===== src/rtl/riscv_axi_arb_pkg.sv =====
// Shared state encodings and port indices for the two-to-one AXI arbiter.
package riscv_axi_arb_pkg;
   typedef enum logic [1:0] {RD_IDLE = 2'd0, RD_ADDR = 2'd1, RD_DATA = 2'd2} rd_state_t;
   typedef enum logic [1:0] {WR_IDLE = 2'd0, WR_XFER = 2'd1, WR_RESP = 2'd2} wr_state_t;

   localparam logic PORT_I = 1'b0;
   localparam logic PORT_D = 1'b1;
endpackage


===== src/rtl/riscv_axi_arb_if.sv =====
// One AXI4 port bundle; master drives requests, slave drives ready/response.
interface riscv_axi_arb_if #(
   parameter int ID_W   = 4,
   parameter int ADDR_W = 32,
   parameter int DATA_W = 32
);
   logic              awvalid, awready;
   logic [ADDR_W-1:0] awaddr;
   logic [ID_W-1:0]   awid;
   logic [7:0]        awlen;
   logic [1:0]        awburst;
   logic              wvalid, wready, wlast;
   logic [DATA_W-1:0] wdata;
   logic [DATA_W/8-1:0] wstrb;
   logic              bvalid, bready;
   logic [1:0]        bresp;
   logic [ID_W-1:0]   bid;
   logic              arvalid, arready;
   logic [ADDR_W-1:0] araddr;
   logic [ID_W-1:0]   arid;
   logic [7:0]        arlen;
   logic [1:0]        arburst;
   logic              rvalid, rready, rlast;
   logic [DATA_W-1:0] rdata;
   logic [1:0]        rresp;
   logic [ID_W-1:0]   rid;

   modport master (
      output awvalid, awaddr, awid, awlen, awburst, wvalid, wdata, wstrb, wlast, bready,
             arvalid, araddr, arid, arlen, arburst, rready,
      input  awready, wready, bvalid, bresp, bid, arready, rvalid, rdata, rresp, rid, rlast
   );
   modport slave (
      input  awvalid, awaddr, awid, awlen, awburst, wvalid, wdata, wstrb, wlast, bready,
             arvalid, araddr, arid, arlen, arburst, rready,
      output awready, wready, bvalid, bresp, bid, arready, rvalid, rdata, rresp, rid, rlast
   );
endinterface


===== src/rtl/riscv_axi_arb_gnt.sv =====
// Two-request grant picker: fixed dcache priority, or round-robin when RISCV_AXI_ARB_RR_EN is defined.
module riscv_axi_arb_gnt
   import riscv_axi_arb_pkg::*;
(
`ifdef RISCV_AXI_ARB_RR_EN
   input  logic       clk,
   input  logic       rst_n,
   input  logic       take,
`endif
   input  logic [1:0] req,
   output logic       gnt
);
`ifdef RISCV_AXI_ARB_RR_EN
   logic last;

   // On a tie the port not granted last wins; otherwise the lone requester.
   assign gnt = (req == 2'b11) ? ~last : req[PORT_D];

   always_ff @(posedge clk or negedge rst_n) begin
      if (!rst_n) begin
         last <= PORT_I;
      end else if (take) begin
         last <= gnt;
      end
   end
`else
   assign gnt = req[PORT_D] | ~req[PORT_I];
`endif
endmodule


===== src/rtl/riscv_axi_arb.sv =====
// Merges icache (s0) and dcache (s1) AXI4 masters; AR/AW one cycle after request, R/W/B pass through.
// One burst outstanding per path; non-granted ports see no ready/valid. Tie policy: RISCV_AXI_ARB_RR_EN.
module riscv_axi_arb
   import riscv_axi_arb_pkg::*;
(
   input  logic            clk,
   input  logic            rst_n,
   riscv_axi_arb_if.slave  s0,
   riscv_axi_arb_if.slave  s1,
   riscv_axi_arb_if.master m
);
   rd_state_t rd_state;
   wr_state_t wr_state;
   logic      rd_gnt, wr_gnt, rd_pick, wr_pick;
   logic      aw_done, w_done, aw_hs, wl_hs;
   logic      ra0, ra1, rd0, rd1, aw0, aw1, wv0, wv1, wr0, wr1;

`ifdef RISCV_AXI_ARB_RR_EN
   logic rd_take, wr_take;
   assign rd_take = (rd_state == RD_IDLE) && (s0.arvalid || s1.arvalid);
   assign wr_take = (wr_state == WR_IDLE) && (s0.awvalid || s1.awvalid);
`endif

   riscv_axi_arb_gnt u_rd_gnt (
`ifdef RISCV_AXI_ARB_RR_EN
      .clk(clk), .rst_n(rst_n), .take(rd_take),
`endif
      .req({s1.arvalid, s0.arvalid}), .gnt(rd_pick)
   );

   riscv_axi_arb_gnt u_wr_gnt (
`ifdef RISCV_AXI_ARB_RR_EN
      .clk(clk), .rst_n(rst_n), .take(wr_take),
`endif
      .req({s1.awvalid, s0.awvalid}), .gnt(wr_pick)
   );

   // Phase-and-owner qualifiers; every routed signal is gated by one of these.
   assign ra0 = (rd_state == RD_ADDR) && (rd_gnt == PORT_I);
   assign ra1 = (rd_state == RD_ADDR) && (rd_gnt == PORT_D);
   assign rd0 = (rd_state == RD_DATA) && (rd_gnt == PORT_I);
   assign rd1 = (rd_state == RD_DATA) && (rd_gnt == PORT_D);
   assign aw0 = (wr_state == WR_XFER) && !aw_done && (wr_gnt == PORT_I);
   assign aw1 = (wr_state == WR_XFER) && !aw_done && (wr_gnt == PORT_D);
   assign wv0 = (wr_state == WR_XFER) && !w_done && (wr_gnt == PORT_I);
   assign wv1 = (wr_state == WR_XFER) && !w_done && (wr_gnt == PORT_D);
   assign wr0 = (wr_state == WR_RESP) && (wr_gnt == PORT_I);
   assign wr1 = (wr_state == WR_RESP) && (wr_gnt == PORT_D);

   assign m.arvalid  = (ra0 && s0.arvalid) || (ra1 && s1.arvalid);
   assign m.araddr   = ra1 ? s1.araddr  : ra0 ? s0.araddr  : '0;
   assign m.arid     = ra1 ? s1.arid    : ra0 ? s0.arid    : '0;
   assign m.arlen    = ra1 ? s1.arlen   : ra0 ? s0.arlen   : '0;
   assign m.arburst  = ra1 ? s1.arburst : ra0 ? s0.arburst : '0;
   assign s0.arready = ra0 && m.arready;
   assign s1.arready = ra1 && m.arready;

   assign m.rready   = (rd0 && s0.rready) || (rd1 && s1.rready);
   assign s0.rvalid  = rd0 && m.rvalid;
   assign s1.rvalid  = rd1 && m.rvalid;
   assign s0.rdata   = rd0 ? m.rdata : '0;
   assign s1.rdata   = rd1 ? m.rdata : '0;
   assign s0.rresp   = rd0 ? m.rresp : '0;
   assign s1.rresp   = rd1 ? m.rresp : '0;
   assign s0.rid     = rd0 ? m.rid   : '0;
   assign s1.rid     = rd1 ? m.rid   : '0;
   assign s0.rlast   = rd0 && m.rlast;
   assign s1.rlast   = rd1 && m.rlast;

   assign m.awvalid  = (aw0 && s0.awvalid) || (aw1 && s1.awvalid);
   assign m.awaddr   = aw1 ? s1.awaddr  : aw0 ? s0.awaddr  : '0;
   assign m.awid     = aw1 ? s1.awid    : aw0 ? s0.awid    : '0;
   assign m.awlen    = aw1 ? s1.awlen   : aw0 ? s0.awlen   : '0;
   assign m.awburst  = aw1 ? s1.awburst : aw0 ? s0.awburst : '0;
   assign s0.awready = aw0 && m.awready;
   assign s1.awready = aw1 && m.awready;

   assign m.wvalid   = (wv0 && s0.wvalid) || (wv1 && s1.wvalid);
   assign m.wdata    = wv1 ? s1.wdata : wv0 ? s0.wdata : '0;
   assign m.wstrb    = wv1 ? s1.wstrb : wv0 ? s0.wstrb : '0;
   assign m.wlast    = (wv0 && s0.wlast) || (wv1 && s1.wlast);
   assign s0.wready  = wv0 && m.wready;
   assign s1.wready  = wv1 && m.wready;

   assign m.bready   = (wr0 && s0.bready) || (wr1 && s1.bready);
   assign s0.bvalid  = wr0 && m.bvalid;
   assign s1.bvalid  = wr1 && m.bvalid;
   assign s0.bresp   = wr0 ? m.bresp : '0;
   assign s1.bresp   = wr1 ? m.bresp : '0;
   assign s0.bid     = wr0 ? m.bid   : '0;
   assign s1.bid     = wr1 ? m.bid   : '0;

   assign aw_hs = m.awvalid && m.awready;
   assign wl_hs = m.wvalid && m.wready && m.wlast;

   always_ff @(posedge clk or negedge rst_n) begin
      if (!rst_n) begin
         rd_state <= RD_IDLE;
         rd_gnt   <= PORT_I;
      end else begin
         case (rd_state)
            RD_IDLE: if (s0.arvalid || s1.arvalid) begin
               rd_gnt   <= rd_pick;
               rd_state <= RD_ADDR;
            end
            RD_ADDR: if (m.arvalid && m.arready) rd_state <= RD_DATA;
            RD_DATA: if (m.rvalid && m.rready && m.rlast) rd_state <= RD_IDLE;
            default: rd_state <= RD_IDLE;
         endcase
      end
   end

   // W may finish before AW; w_done stops further W forwarding until AW lands.
   always_ff @(posedge clk or negedge rst_n) begin
      if (!rst_n) begin
         wr_state <= WR_IDLE;
         wr_gnt   <= PORT_I;
         aw_done  <= 1'b0;
         w_done   <= 1'b0;
      end else begin
         case (wr_state)
            WR_IDLE: if (s0.awvalid || s1.awvalid) begin
               wr_gnt   <= wr_pick;
               aw_done  <= 1'b0;
               w_done   <= 1'b0;
               wr_state <= WR_XFER;
            end
            WR_XFER: begin
               if (aw_hs) aw_done <= 1'b1;
               if (wl_hs) w_done <= 1'b1;
               if ((aw_done || aw_hs) && (w_done || wl_hs)) wr_state <= WR_RESP;
            end
            WR_RESP: if (m.bvalid && m.bready) wr_state <= WR_IDLE;
            default: wr_state <= WR_IDLE;
         endcase
      end
   end
endmodule


===== src/flat_wrapper.sv =====
// flat-port wrapper written by rule: the top's interface ports become plain ports
module riscv_axi_arb_flat import riscv_axi_arb_pkg::*;
  (clk, rst_n, s0_awvalid, s0_awaddr, s0_awid, s0_awlen, s0_awburst, s0_wvalid, s0_wdata, s0_wstrb, s0_wlast, s0_bready, s0_arvalid, s0_araddr, s0_arid, s0_arlen, s0_arburst, s0_rready, s0_awready, s0_wready, s0_bvalid, s0_bresp, s0_bid, s0_arready, s0_rvalid, s0_rdata, s0_rresp, s0_rid, s0_rlast, s1_awvalid, s1_awaddr, s1_awid, s1_awlen, s1_awburst, s1_wvalid, s1_wdata, s1_wstrb, s1_wlast, s1_bready, s1_arvalid, s1_araddr, s1_arid, s1_arlen, s1_arburst, s1_rready, s1_awready, s1_wready, s1_bvalid, s1_bresp, s1_bid, s1_arready, s1_rvalid, s1_rdata, s1_rresp, s1_rid, s1_rlast, m_awvalid, m_awaddr, m_awid, m_awlen, m_awburst, m_wvalid, m_wdata, m_wstrb, m_wlast, m_bready, m_arvalid, m_araddr, m_arid, m_arlen, m_arburst, m_rready, m_awready, m_wready, m_bvalid, m_bresp, m_bid, m_arready, m_rvalid, m_rdata, m_rresp, m_rid, m_rlast);
  riscv_axi_arb_if s0_i ();
  riscv_axi_arb_if s1_i ();
  riscv_axi_arb_if m_i ();
  input  logic clk;
  input  logic rst_n;
  input wire logic [$bits(s0_i.awvalid)-1:0] s0_awvalid;
  input wire logic [$bits(s0_i.awaddr)-1:0] s0_awaddr;
  input wire logic [$bits(s0_i.awid)-1:0] s0_awid;
  input wire logic [$bits(s0_i.awlen)-1:0] s0_awlen;
  input wire logic [$bits(s0_i.awburst)-1:0] s0_awburst;
  input wire logic [$bits(s0_i.wvalid)-1:0] s0_wvalid;
  input wire logic [$bits(s0_i.wdata)-1:0] s0_wdata;
  input wire logic [$bits(s0_i.wstrb)-1:0] s0_wstrb;
  input wire logic [$bits(s0_i.wlast)-1:0] s0_wlast;
  input wire logic [$bits(s0_i.bready)-1:0] s0_bready;
  input wire logic [$bits(s0_i.arvalid)-1:0] s0_arvalid;
  input wire logic [$bits(s0_i.araddr)-1:0] s0_araddr;
  input wire logic [$bits(s0_i.arid)-1:0] s0_arid;
  input wire logic [$bits(s0_i.arlen)-1:0] s0_arlen;
  input wire logic [$bits(s0_i.arburst)-1:0] s0_arburst;
  input wire logic [$bits(s0_i.rready)-1:0] s0_rready;
  output wire logic [$bits(s0_i.awready)-1:0] s0_awready;
  output wire logic [$bits(s0_i.wready)-1:0] s0_wready;
  output wire logic [$bits(s0_i.bvalid)-1:0] s0_bvalid;
  output wire logic [$bits(s0_i.bresp)-1:0] s0_bresp;
  output wire logic [$bits(s0_i.bid)-1:0] s0_bid;
  output wire logic [$bits(s0_i.arready)-1:0] s0_arready;
  output wire logic [$bits(s0_i.rvalid)-1:0] s0_rvalid;
  output wire logic [$bits(s0_i.rdata)-1:0] s0_rdata;
  output wire logic [$bits(s0_i.rresp)-1:0] s0_rresp;
  output wire logic [$bits(s0_i.rid)-1:0] s0_rid;
  output wire logic [$bits(s0_i.rlast)-1:0] s0_rlast;
  input wire logic [$bits(s1_i.awvalid)-1:0] s1_awvalid;
  input wire logic [$bits(s1_i.awaddr)-1:0] s1_awaddr;
  input wire logic [$bits(s1_i.awid)-1:0] s1_awid;
  input wire logic [$bits(s1_i.awlen)-1:0] s1_awlen;
  input wire logic [$bits(s1_i.awburst)-1:0] s1_awburst;
  input wire logic [$bits(s1_i.wvalid)-1:0] s1_wvalid;
  input wire logic [$bits(s1_i.wdata)-1:0] s1_wdata;
  input wire logic [$bits(s1_i.wstrb)-1:0] s1_wstrb;
  input wire logic [$bits(s1_i.wlast)-1:0] s1_wlast;
  input wire logic [$bits(s1_i.bready)-1:0] s1_bready;
  input wire logic [$bits(s1_i.arvalid)-1:0] s1_arvalid;
  input wire logic [$bits(s1_i.araddr)-1:0] s1_araddr;
  input wire logic [$bits(s1_i.arid)-1:0] s1_arid;
  input wire logic [$bits(s1_i.arlen)-1:0] s1_arlen;
  input wire logic [$bits(s1_i.arburst)-1:0] s1_arburst;
  input wire logic [$bits(s1_i.rready)-1:0] s1_rready;
  output wire logic [$bits(s1_i.awready)-1:0] s1_awready;
  output wire logic [$bits(s1_i.wready)-1:0] s1_wready;
  output wire logic [$bits(s1_i.bvalid)-1:0] s1_bvalid;
  output wire logic [$bits(s1_i.bresp)-1:0] s1_bresp;
  output wire logic [$bits(s1_i.bid)-1:0] s1_bid;
  output wire logic [$bits(s1_i.arready)-1:0] s1_arready;
  output wire logic [$bits(s1_i.rvalid)-1:0] s1_rvalid;
  output wire logic [$bits(s1_i.rdata)-1:0] s1_rdata;
  output wire logic [$bits(s1_i.rresp)-1:0] s1_rresp;
  output wire logic [$bits(s1_i.rid)-1:0] s1_rid;
  output wire logic [$bits(s1_i.rlast)-1:0] s1_rlast;
  output wire logic [$bits(m_i.awvalid)-1:0] m_awvalid;
  output wire logic [$bits(m_i.awaddr)-1:0] m_awaddr;
  output wire logic [$bits(m_i.awid)-1:0] m_awid;
  output wire logic [$bits(m_i.awlen)-1:0] m_awlen;
  output wire logic [$bits(m_i.awburst)-1:0] m_awburst;
  output wire logic [$bits(m_i.wvalid)-1:0] m_wvalid;
  output wire logic [$bits(m_i.wdata)-1:0] m_wdata;
  output wire logic [$bits(m_i.wstrb)-1:0] m_wstrb;
  output wire logic [$bits(m_i.wlast)-1:0] m_wlast;
  output wire logic [$bits(m_i.bready)-1:0] m_bready;
  output wire logic [$bits(m_i.arvalid)-1:0] m_arvalid;
  output wire logic [$bits(m_i.araddr)-1:0] m_araddr;
  output wire logic [$bits(m_i.arid)-1:0] m_arid;
  output wire logic [$bits(m_i.arlen)-1:0] m_arlen;
  output wire logic [$bits(m_i.arburst)-1:0] m_arburst;
  output wire logic [$bits(m_i.rready)-1:0] m_rready;
  input wire logic [$bits(m_i.awready)-1:0] m_awready;
  input wire logic [$bits(m_i.wready)-1:0] m_wready;
  input wire logic [$bits(m_i.bvalid)-1:0] m_bvalid;
  input wire logic [$bits(m_i.bresp)-1:0] m_bresp;
  input wire logic [$bits(m_i.bid)-1:0] m_bid;
  input wire logic [$bits(m_i.arready)-1:0] m_arready;
  input wire logic [$bits(m_i.rvalid)-1:0] m_rvalid;
  input wire logic [$bits(m_i.rdata)-1:0] m_rdata;
  input wire logic [$bits(m_i.rresp)-1:0] m_rresp;
  input wire logic [$bits(m_i.rid)-1:0] m_rid;
  input wire logic [$bits(m_i.rlast)-1:0] m_rlast;
  assign s0_i.awvalid = s0_awvalid;
  assign s0_i.awaddr = s0_awaddr;
  assign s0_i.awid = s0_awid;
  assign s0_i.awlen = s0_awlen;
  assign s0_i.awburst = s0_awburst;
  assign s0_i.wvalid = s0_wvalid;
  assign s0_i.wdata = s0_wdata;
  assign s0_i.wstrb = s0_wstrb;
  assign s0_i.wlast = s0_wlast;
  assign s0_i.bready = s0_bready;
  assign s0_i.arvalid = s0_arvalid;
  assign s0_i.araddr = s0_araddr;
  assign s0_i.arid = s0_arid;
  assign s0_i.arlen = s0_arlen;
  assign s0_i.arburst = s0_arburst;
  assign s0_i.rready = s0_rready;
  assign s0_awready = s0_i.awready;
  assign s0_wready = s0_i.wready;
  assign s0_bvalid = s0_i.bvalid;
  assign s0_bresp = s0_i.bresp;
  assign s0_bid = s0_i.bid;
  assign s0_arready = s0_i.arready;
  assign s0_rvalid = s0_i.rvalid;
  assign s0_rdata = s0_i.rdata;
  assign s0_rresp = s0_i.rresp;
  assign s0_rid = s0_i.rid;
  assign s0_rlast = s0_i.rlast;
  assign s1_i.awvalid = s1_awvalid;
  assign s1_i.awaddr = s1_awaddr;
  assign s1_i.awid = s1_awid;
  assign s1_i.awlen = s1_awlen;
  assign s1_i.awburst = s1_awburst;
  assign s1_i.wvalid = s1_wvalid;
  assign s1_i.wdata = s1_wdata;
  assign s1_i.wstrb = s1_wstrb;
  assign s1_i.wlast = s1_wlast;
  assign s1_i.bready = s1_bready;
  assign s1_i.arvalid = s1_arvalid;
  assign s1_i.araddr = s1_araddr;
  assign s1_i.arid = s1_arid;
  assign s1_i.arlen = s1_arlen;
  assign s1_i.arburst = s1_arburst;
  assign s1_i.rready = s1_rready;
  assign s1_awready = s1_i.awready;
  assign s1_wready = s1_i.wready;
  assign s1_bvalid = s1_i.bvalid;
  assign s1_bresp = s1_i.bresp;
  assign s1_bid = s1_i.bid;
  assign s1_arready = s1_i.arready;
  assign s1_rvalid = s1_i.rvalid;
  assign s1_rdata = s1_i.rdata;
  assign s1_rresp = s1_i.rresp;
  assign s1_rid = s1_i.rid;
  assign s1_rlast = s1_i.rlast;
  assign m_awvalid = m_i.awvalid;
  assign m_awaddr = m_i.awaddr;
  assign m_awid = m_i.awid;
  assign m_awlen = m_i.awlen;
  assign m_awburst = m_i.awburst;
  assign m_wvalid = m_i.wvalid;
  assign m_wdata = m_i.wdata;
  assign m_wstrb = m_i.wstrb;
  assign m_wlast = m_i.wlast;
  assign m_bready = m_i.bready;
  assign m_arvalid = m_i.arvalid;
  assign m_araddr = m_i.araddr;
  assign m_arid = m_i.arid;
  assign m_arlen = m_i.arlen;
  assign m_arburst = m_i.arburst;
  assign m_rready = m_i.rready;
  assign m_i.awready = m_awready;
  assign m_i.wready = m_wready;
  assign m_i.bvalid = m_bvalid;
  assign m_i.bresp = m_bresp;
  assign m_i.bid = m_bid;
  assign m_i.arready = m_arready;
  assign m_i.rvalid = m_rvalid;
  assign m_i.rdata = m_rdata;
  assign m_i.rresp = m_rresp;
  assign m_i.rid = m_rid;
  assign m_i.rlast = m_rlast;
  riscv_axi_arb u_core (.clk(clk), .rst_n(rst_n), .s0(s0_i), .s1(s1_i), .m(m_i));
endmodule

===== config.mk =====
export PLATFORM = sky130hd
export DESIGN_NAME = riscv_axi_arb_flat
export DESIGN_NICKNAME = d
export VERILOG_FILES = /design/src/rtl/riscv_axi_arb_pkg.sv /design/src/rtl/riscv_axi_arb_if.sv /design/src/rtl/riscv_axi_arb_gnt.sv /design/src/rtl/riscv_axi_arb.sv /design/src/flat_wrapper.sv
export SDC_FILE = /design/constraint.sdc
export NUM_CORES = 1
export LEC_CHECK = 0
export BUFFER_PORTS_ARGS = -buffer_cell sky130_fd_sc_hd__buf_2
export CAP_MARGIN = 10
export CORE_AREA = 2 2 215 217
export CTS_BUF_LIST = sky130_fd_sc_hd__clkbuf_2
export DETAILED_ROUTE_END_ITERATION = 8
export DIE_AREA = 0 0 217 219
export HOLD_SLACK_MARGIN = 0.08
export PLACE_DENSITY = 0.3
export SKIP_LAST_GASP = 1
export SLEW_MARGIN = 20
export SYNTH_ARGS = -nofsm -noshare
export SYNTH_HDL_FRONTEND = slang
export SYNTH_HIERARCHICAL = 1
export SYNTH_SLANG_ARGS = --single-unit

===== constraint.sdc =====
create_clock -name clk -period 2.2 [get_ports clk]
set_input_delay 0 -clock clk [delete_from_list [all_inputs] [get_ports clk]]
set_output_delay 0 -clock clk [all_outputs]
set_load 0.02 [all_outputs]

# [Yosys cells after proc, flatten, opt, wreduce, memory -nomap -nowiden]
# Index checks and enable logic that the tools add are counted.
[word_totals] regBits=8 ramBits=0 latch_bits=0 input_bits=320 out_inout_bits=234 mem_bits_ro=0 memories=0
[classes] reduce_logical=65 n_eq_ne=12 div=0 n_addsub=0 muxes=43 bitwise=6 n_shift=0 order_cmp=0 multipliers=0
[ops] op="32-bit 2-to-1 mux" count=8
[ops] op="1-bit logical AND" count=44
[ops] op="4-bit 2-to-1 mux" count=10
[ops] op="8-bit 2-to-1 mux" count=4
[ops] op="2-bit 2-to-1 mux" count=14
[ops] op="2-bit one-hot mux with 3 select lines" count=2
[ops] op="3-bit AND reduction" count=4
[ops] op="1-bit logical OR" count=10
[ops] op="2-bit by 1-bit inequality test with 1-bit output (second input constant)" count=4
[ops] op="2-bit inequality test (second input constant)" count=4
[ops] op="2-bit by 1-bit == test with 1-bit output (second input constant)" count=2
[ops] op="2-bit == test (second input constant)" count=2
[ops] op="2-bit zero test" count=2
[ops] op="1-bit inverter" count=4
[ops] op="1-bit one-hot mux with 2 select lines" count=2
[ops] op="2-bit AND reduction" count=2
[ops] op="1-bit 2-to-1 mux" count=3
[ops] op="1-bit zero test" count=2
[ops] op="1-bit OR" count=2
[ops] op="2-bit nonzero test" count=1

# [Depth between registers and ports, before layout]
# Gate-level depths: netlist (run 1).
[logic_depth] ltp_word=11 mapped_depth=6 mapped_depth_nobuf=3

# [Cells and area by module]
# Netlist (run 1), hierarchy kept.
[by_module_without_submodules] mod="riscv_axi_arb" instances=1 cells_each=361 area_each_um2=2677.6 seq_area_each_um2=200.2
[by_module_without_submodules] mod="riscv_axi_arb_gnt" instances=2 cells_each=1 area_each_um2=6.3 seq_area_each_um2=0.0

# [Least setup slack after synthesis (run 1)]
# Ideal clock, no wire load.
[synth_path] path_kind="register to register" from="register u_core.wr_gnt" to="register u_core.wr_state[1]" setup_time_ns=0.132 path_slack_ns=0.868 n_path_buf=1 synth_period_minus_slack_ns=1.332 stages_incl_launch_ff=5 arrival_ns=1.200 path_cell_list="dfrtp_1 > buf_2 > mux2_1 > a41oi_1 > o32ai_1"
[synth_between] elab_chain_len=10 elab_cells_between_ends=29 classes_between="eq/ne (2); bitwise (1); reduce/logical (26)"
[synth_rtl] element="from (decl)" line_no="riscv_axi_arb.sv:14" rtl="logic rd_gnt, wr_gnt, rd_pick, wr_pick;"
[synth_rtl] element="from (signal assigned)" line_no="riscv_axi_arb.sv:123" rtl="wr_gnt <= wr_pick;"
[synth_rtl] element="1-bit inverter" line_no="riscv_axi_arb.sv:43, riscv_axi_arb.sv:45, riscv_axi_arb.sv:47"
[synth_rtl] element="1-bit logical AND" line_no="riscv_axi_arb.sv:45" rtl="assign wv0 = (wr_state == WR_XFER) && !w_done && (wr_gnt == PORT_I);"
[synth_rtl] element="1-bit logical AND" line_no="riscv_axi_arb.sv:78" rtl="assign m.wvalid = (wv0 && s0.wvalid) || (wv1 && s1.wvalid);"
[synth_rtl] element="1-bit logical OR" line_no="riscv_axi_arb.sv:78"
[synth_rtl] element="1-bit logical AND (2 in a row)" line_no="riscv_axi_arb.sv:94" rtl="assign wl_hs = m.wvalid && m.wready && m.wlast;"
[synth_rtl] element="1-bit logical OR" line_no="riscv_axi_arb.sv:131" rtl="if ((aw_done || aw_hs) && (w_done || wl_hs)) wr_state <= WR_RESP;"
[synth_rtl] element="1-bit logical AND" line_no="riscv_axi_arb.sv:131"
[synth_rtl] element="2-bit inequality test (no source line)"
[synth_rtl] element="3-bit AND reduction (no source line) *"
[synth_rtl] element="to (signal assigned)" line_no="riscv_axi_arb.sv:131"
[synth_rtl] element="to (signal assigned)" line_no="riscv_axi_arb.sv:133" rtl="WR_RESP: if (m.bvalid && m.bready) wr_state <= WR_IDLE;"
[synth_rtl] element="to (signal assigned)" line_no="riscv_axi_arb.sv:134" rtl="default: wr_state <= WR_IDLE;"
[synth_rtl] element="to (decl)" line_no="riscv_axi_arb.sv:13" rtl="wr_state_t wr_state;"
# Every way passes the cells marked *; elsewhere a longest branch is shown, timed or not.
# A chain may end at the register's enable or synchronous reset.

# [Final worst setup path (run 1)]
[layout_path] from="register u_core.rd_gnt" to="output m_araddr[30]"
[layout_between] elab_chain_len=4 elab_cells_between_ends=5 classes_between="mux (2); bitwise (1); reduce/logical (2)"
[layout_rtl] element="from (decl)" line_no="riscv_axi_arb.sv:14"
[layout_rtl] element="from (signal assigned)" line_no="riscv_axi_arb.sv:103" rtl="rd_gnt <= rd_pick;"
[layout_rtl] element="1-bit inverter" line_no="riscv_axi_arb.sv:39" rtl="assign ra0 = (rd_state == RD_ADDR) && (rd_gnt == PORT_I);"
[layout_rtl] element="1-bit logical AND" line_no="riscv_axi_arb.sv:39"
[layout_rtl] element="32-bit 2-to-1 mux" line_no="riscv_axi_arb.sv:51" rtl="assign m.araddr = ra1 ? s1.araddr : ra0 ? s0.araddr : '0;"
[layout_rtl] element="32-bit 2-to-1 mux *" line_no="riscv_axi_arb.sv:51"
[layout_rtl] element="to (decl)" line_no="flat_wrapper.sv:74" rtl="output wire logic [$bits(m_i.araddr)-1:0] m_araddr;"
# Marks and branches as above.

==> flow_summary.ini, run 1 <==
[yosys]
syn_nets = 683
yosysSeqAreaShare = 0.0744
synth.ff_latch_count = 8
syn_area_per_cell_um2 = 7.41
synthDistinctLibCells = 30
synthesis.instances = 363
yosysWarnings = 6
syn-cell-area_um2 = 2690

[worst_hold_path]
worstHoldPathType = primary input to flip-flop

[clock_network]
post_cts_buffers = 0
cts_tree = built
cts_max_level = 1
clk_latency_ns = 0.31
hold_buffers = 10
clk_pin_slew_ns = 0.16
cts_resized = 0
clockRootBuffer = clkbuf_2
cts_sinks = 8
cts_buffers = 3
clk_path_buf_depth = 2

[critical_path]
cp_slowest_cell = dfrtp_1
worstSetupPathType = flip-flop to output pin
max_stage_delay_ns = 0.56
path_cells = inv_1 > nor2_4 > buf_12 > a22o_1 > buf_2
critPathLaunchType = flip-flop
cp_max_fo = 47
critPathTopFamily = buffers and inverters
end_kind = output pin
cp.arrival_ns = 1.86
critPathBufInv = 3
worstPathRequired_ns = 2.20

[power]
ir_worst_vdd_v = 0.000405
switching_share = 0.607
p_clk_frac = 0.019
powerDensity_nw_per_um2 = 1140
internal-power_w = 0.00282
power_frac_seq = 0.050
combPwrFrac = 0.931
p_leak_nw = 3.81
p_sw_w = 0.00435

[global_route]
grt_pass1_wl_um = 26700
busiest_layer = met2
met2_usage = 0.140
globalRouteOverflowTotal = 0
use_met1 = 0.0869
antenna_found_initial = 1
grt_max_degree = 48
grtUsageMet3 = 0.0107
grt.total_usage = 0.0739
grt_pass1_vias = 4523

[die]
pin_count = 554
die_h_um = 219
die_w_um = 217
coreArea_um2 = 45100
initial_core_util = 0.0597
rows = 78
die_area_um2 = 47500

[finish]
finalInstanceArea_um2 = 6290
fin_cells = 1502
fin_nets = 1222
layout-drive-gt1-share = 0.642
nFillCells = 5240
fin_util = 0.139
syn2layout_area_growth_pct = 134
multi_input_area_um2 = 2310
regArea_um2 = 201

[job]
max-cap-violations = 0

[drt]
routed_wl_um = 20100
antenna_left = 0
detail_route.first_pass.iterations = 4
viasPerCell = 3.27
drt-wirelength-per-cell_um = 13.4
vias = 4915
drc = 0
drt_iter0_drc = 146

[place]
gp_congestion = 0.726
numPortBuffers = 553
placed_cells = 1487
placed_area_um2 = 6170
dp_hpwl_um = 17500

[timing]
min_period_ns = 1.86
tightest_slew_ns = 0.482
slew_headroom = 0.676
slew_violations = 0
grt_setup_unrepaired = no
hold_viol = 0
clock_skew_ns = 0.0349
setup_violations = 0
fin_tns_setup_ns = 0
finalCritPeriodShare = 0.845
clock.fmax_mhz = 538

[status]
status = completed
[path summary, 6_finish.rpt]
kind                       cells past startpoint  slack (ns)          startpoint            endpoint
min                                            4        0.10             m_rlast  u_core/rd_state[1]
min in group asynchronous                      3        0.63               rst_n       u_core/w_done
max reg2reg                                    4        0.55       u_core/rd_gnt  u_core/rd_state[0]
min reg2reg                                    1        0.49  u_core/rd_state[1]  u_core/rd_state[0]
max in group asynchronous                      4        0.65               rst_n  u_core/rd_state[1]
max                                            5        0.34       u_core/rd_gnt        m_araddr[30]
[power by group through the flow]
| stage | logic, W | registers [W] | clock network [W] |
|---|---|---|---|
| 4_1_cts | 0.00675 | 0.000362 | 0.000156 |
| 3_5_place_dp | 0.00671 | 0.000362 | 0 |
| 2_1_floorplan | 0.00448 | 0.000283 | 0 |
| 5_1_grt | 0.00713 | 0.000382 | 0.000167 |
| 3_3_place_gp | 0.00678 | 0.000361 | 0 |
| 6_report | 0.00667 | 0.000360 | 0.000136 |
[worst min-delay path, delay by kind of cell]
family,cells,cell delay (ns)
buffers and inverters,1,0.11
and+or+nand+nor,2,0.12
AOI/OAI and AO/OA,1,0.15
[cell usage after synthesis, drive strengths merged]
library cell	n	share of area
nand4	1	0.0023
a41oi	2	0.0065
o21ai	1	0.0019
o32ai	2	0.0065
nand2	3	0.0042
o31a	1	0.0033
clkbuf	12	0.017
buf	25	0.057
nand3	1	0.0019
inv	4	0.0056
mux2	5	0.021
nor3	4	0.0093
a21oi	1	0.0019
nor3b	4	0.017
o2bb2ai	1	0.0033
and3	2	0.0047
nor2	49	0.068
and2	100	0.23
mux2i	39	0.15
a22o	92	0.30
dfrtp	8	0.074
nand2b	6	0.017
[metrics by stage]
step                hold WS (ns)  total power (W)  setup WS [ns]
finish                     0.105          0.00717          0.341
global route              0.0875          0.00768          0.131
CTS                       0.0823          0.00727          0.266
detailed placement       -0.0966          0.00707          0.627
global placement         -0.0887          0.00714          0.649
floorplan                 -0.296          0.00477          0.868
[sequential cells by signal, indices dropped and copies added (netlist names)]
name             cells
u_core/rd_gnt        1
u_core/wr_gnt        1
u_core/aw_done       1
u_core/rd_state      2
u_core/w_done        1
u_core/wr_state      2
[routing by layer]
metal  routed length (µm)  vias to the layer above
met1                 7990                     2215
li1                     -                     2394
met5                    0                        -
met3                 1470                       10
met4                  276                        0
met2                10400                      296
[final cells by class]
cell class	count	share of cell area
Timing Repair Buffer	571	0.476
Multi-Input combinational cell	314	0.367
Tap cell	600	0.119
Sequential cell	8	0.0320
Clock buffer	4	0.00318
Inverter	4	0.00239
Antenna cell	1	0.000398
[placed cells by master (no fill, tap or decap), drive strengths merged, types with 2 or more instances in the layout]
| master | instances |
|---|---|
| nor2 | 49 |
| buf | 561 |
| nor3b | 4 |
| mux2 | 5 |
| a22o | 92 |
| nor3 | 4 |
| inv | 4 |
| mux2i | 39 |
| and2 | 100 |
| dfrtp | 8 |
| a41oi | 2 |
| nand2 | 3 |
| dlygate4sd3 | 10 |
| clkbuf | 4 |
| o32ai | 2 |
| nand2b | 6 |
| and3 | 2 |
[kinds of logic (layout without fill, tap and decap cells)]
| family | Yosys count | after routing | share of synthesized area |
|---|---|---|---|
| flip-flops | 8 | 8 | 0.0744 |
| AO/OA/AOI/OAI | 100 | 100 | 0.323 |
| AND/OR/NAND/NOR | 170 | 170 | 0.357 |
| other | 0 | 1 | 0 |
| multiplexers | 44 | 44 | 0.166 |
| buffers and inverters | 41 | 579 | 0.0795 |
No activity file was read; power rests on OpenSTA's default activity.
==> run 2, diff against run 1 <==
CORE_AREA = 2 2 217 219   (was 2 2 215 217)
DIE_AREA = 0 0 219 221   (was 0 0 217 219)
clock period = 1.5 ns   (was 2.2 ns; I/O delays follow)
==> run 2 against run 1 <==
The flow now finishes with violations (setup timing). Routed wire length is 34% higher. Cell area is 41% higher. Hold slack better by 0.066 ns. Via count is 11% higher.
==> flow_summary.ini, run 2 (synthesis results as in run 1) <==
[timing]
setup_violations = 230
slew_headroom = 0.770
clock_skew_ns = 0.0450
finalCritPeriodShare = 1.15
hold_viol = 0
tightest_slew_ns = 0.341
min_period_ns = 1.73
grt_setup_unrepaired = yes
whs_ns = 0.171
slew_violations = 0
clock.fmax_mhz = 578
final.setup.worst_slack_ns = -0.230

[finish]
layout-drive-gt1-share = 0.764
fin_nets = 1295
layout_common_cells = buf_2 (370), buf_6 (147), a22o_1 (87)
syn2layout_area_growth_pct = 229
final_common_cell = buf_2
largestRegisters = u_core/rd_state: 2 flops, u_core/wr_state: 2 flops

[critical_path]
critPathLaunch = u_core/wr_state[1]
endpoint = m_awid[0]
cp_max_fo = 23
cp.arrival_ns = 1.73
critPathLaunchType = flip-flop
rr_startpoint = u_core/wr_gnt
critPathBufInv = 3
r2r_slack_ns = -0.10
cp.depth = 6
max_stage_delay_ns = 0.39
crit_top_cell = buf_12
end_kind = output pin
path_cells = nand2b_4 > nor3b_4 > buf_12 > buf_12 > a22o_1 > buf_2
worstSetupPathType = flip-flop to output pin
worstPathRequired_ns = 1.50
r2r_cells = 4
worstReg2RegEnd = u_core/wr_state[1]
cp_slowest_cell = dfrtp_1
critPathTopFamily = buffers and inverters

[clock_network]
clk_latency_ns = 0.31
cts_buffers = 3
clockRootBuffer = clkbuf_2
cts_tree = built
cts_max_level = 1
clk_pin_slew_ns = 0.09
clk_path_buf_depth = 2
cts_sinks = 8

[die]
rows = 79
initial_core_util = 0.0584
coreArea_um2 = 46100
pin_count = 554
die_area_um2 = 48400
die_h_um = 221
die_w_um = 219

[drt]
routed_wl_um = 26900
drt-wirelength-per-cell_um = 17.0
detail_route.first_pass.iterations = 4
drt_iter0_drc = 170
dr_wl_met2_um = 14300
highest_layer = met4
drc = 0
wl_met3_um = 2160
viasPerCell = 3.44
antenna_left = 0
wl_met1_um = 9690
vias = 5442

[global_route]
globalRouteOverflowTotal = 0
grt_max_degree = 37
antenna_found_initial = 3
grt_pass1_vias = 5142
grt.total_usage = 0.0827
grt_pass1_wl_um = 30300

[power]
p_sw_w = 0.00808
switching_share = 0.494
internal-power_w = 0.00829
power_frac_seq = 0.028
finalPower_w = 0.0164
combPwrFrac = 0.960
p_leak_nw = 4.66
ir_worst_vdd_v = 0.000883
powerDensity_nw_per_um2 = 1850
p_clk_frac = 0.012

[worst_hold_path]
worstHoldPathType = primary input to flip-flop

[job]
max-cap-violations = 0

[place]
gp_congestion = 0.862
numPortBuffers = 553
dp_hpwl_um = 17700

[status]
violations = setup timing
status = finished, violations left
## run 2: how the worst min path moves through the flow
stage | startpoint | to | slack (ns) | cells after the start
floorplan | rst_n | u_core/aw_done | -0.30 | 0
global route | m_bvalid | u_core/wr_state[1] | 0.15 | 3
detailed placement | rst_n | u_core/w_done | -0.09 | 1
CTS | s0_wlast | u_core/w_done | 0.13 | 4
global placement | rst_n | u_core/w_done | -0.1 | 1
finish | m_bvalid | u_core/wr_state[1] | 0.17 | 3
## run 2: timing repair
action	4_1_cts	5_1_grt
endpoints found under the setup margin	236	237
endpoints found under the hold margin	13	0
buffers inserted	7	21
pin swaps	14	81
hold buffers	12	0
gates resized for setup	47	421
cloned	8	22
## run 2: cell type report
cell class                      instances  area (µm²)
Sequential cell                         8         204
Clock buffer                            4        20.0
Multi-Input combinational cell        314        2640
Timing Repair Buffer                  644        5200
Inverter                                4        15.0
Fill cell                            5148       37200
Tap cell                              607         759
Antenna cell                            1        2.50
## run 2: metal layers
metal,global-route usage,vias to the layer above
met1,0.0863,2511
met3,0.0147,35
met4,0.0168,0
li1,-,2550
met5,0,-
met2,0.168,346
## run 2: worst min-delay path, delay by kind of cell
kind / cells / cell delay [ns]
simple gates: 1 / 0.14
buf+inv: 1 / 0.12
compound gates: 1 / 0.13
## run 2: stage by stage
stage	setup TNS, ns	worst slack (ns)	cells	util	area (µm²)
after floorplan	0	0.168	363	-	2690
after global placement	-0.00392	-0.00392	1513	0.139	6380
after detailed placement	0	0.00233	1513	0.139	6380
after CTS	-55.71	-0.327	1544	0.152	7010
after global routing	-63.95	-0.362	1582	0.192	8840
final	-29.51	-0.230	1582	0.192	8840
## run 2: power groups by stage
stage / registers, W / logic (W) / clock network [W]
after detailed placement: 0.000471 / 0.0105 / 0
after CTS: 0.000436 / 0.0121 / 0.000231
final: 0.000466 / 0.0157 / 0.000191
after floorplan: 0.000415 / 0.00658 / 0
after global placement: 0.000475 / 0.0106 / 0
after global routing: 0.000488 / 0.0165 / 0.000243
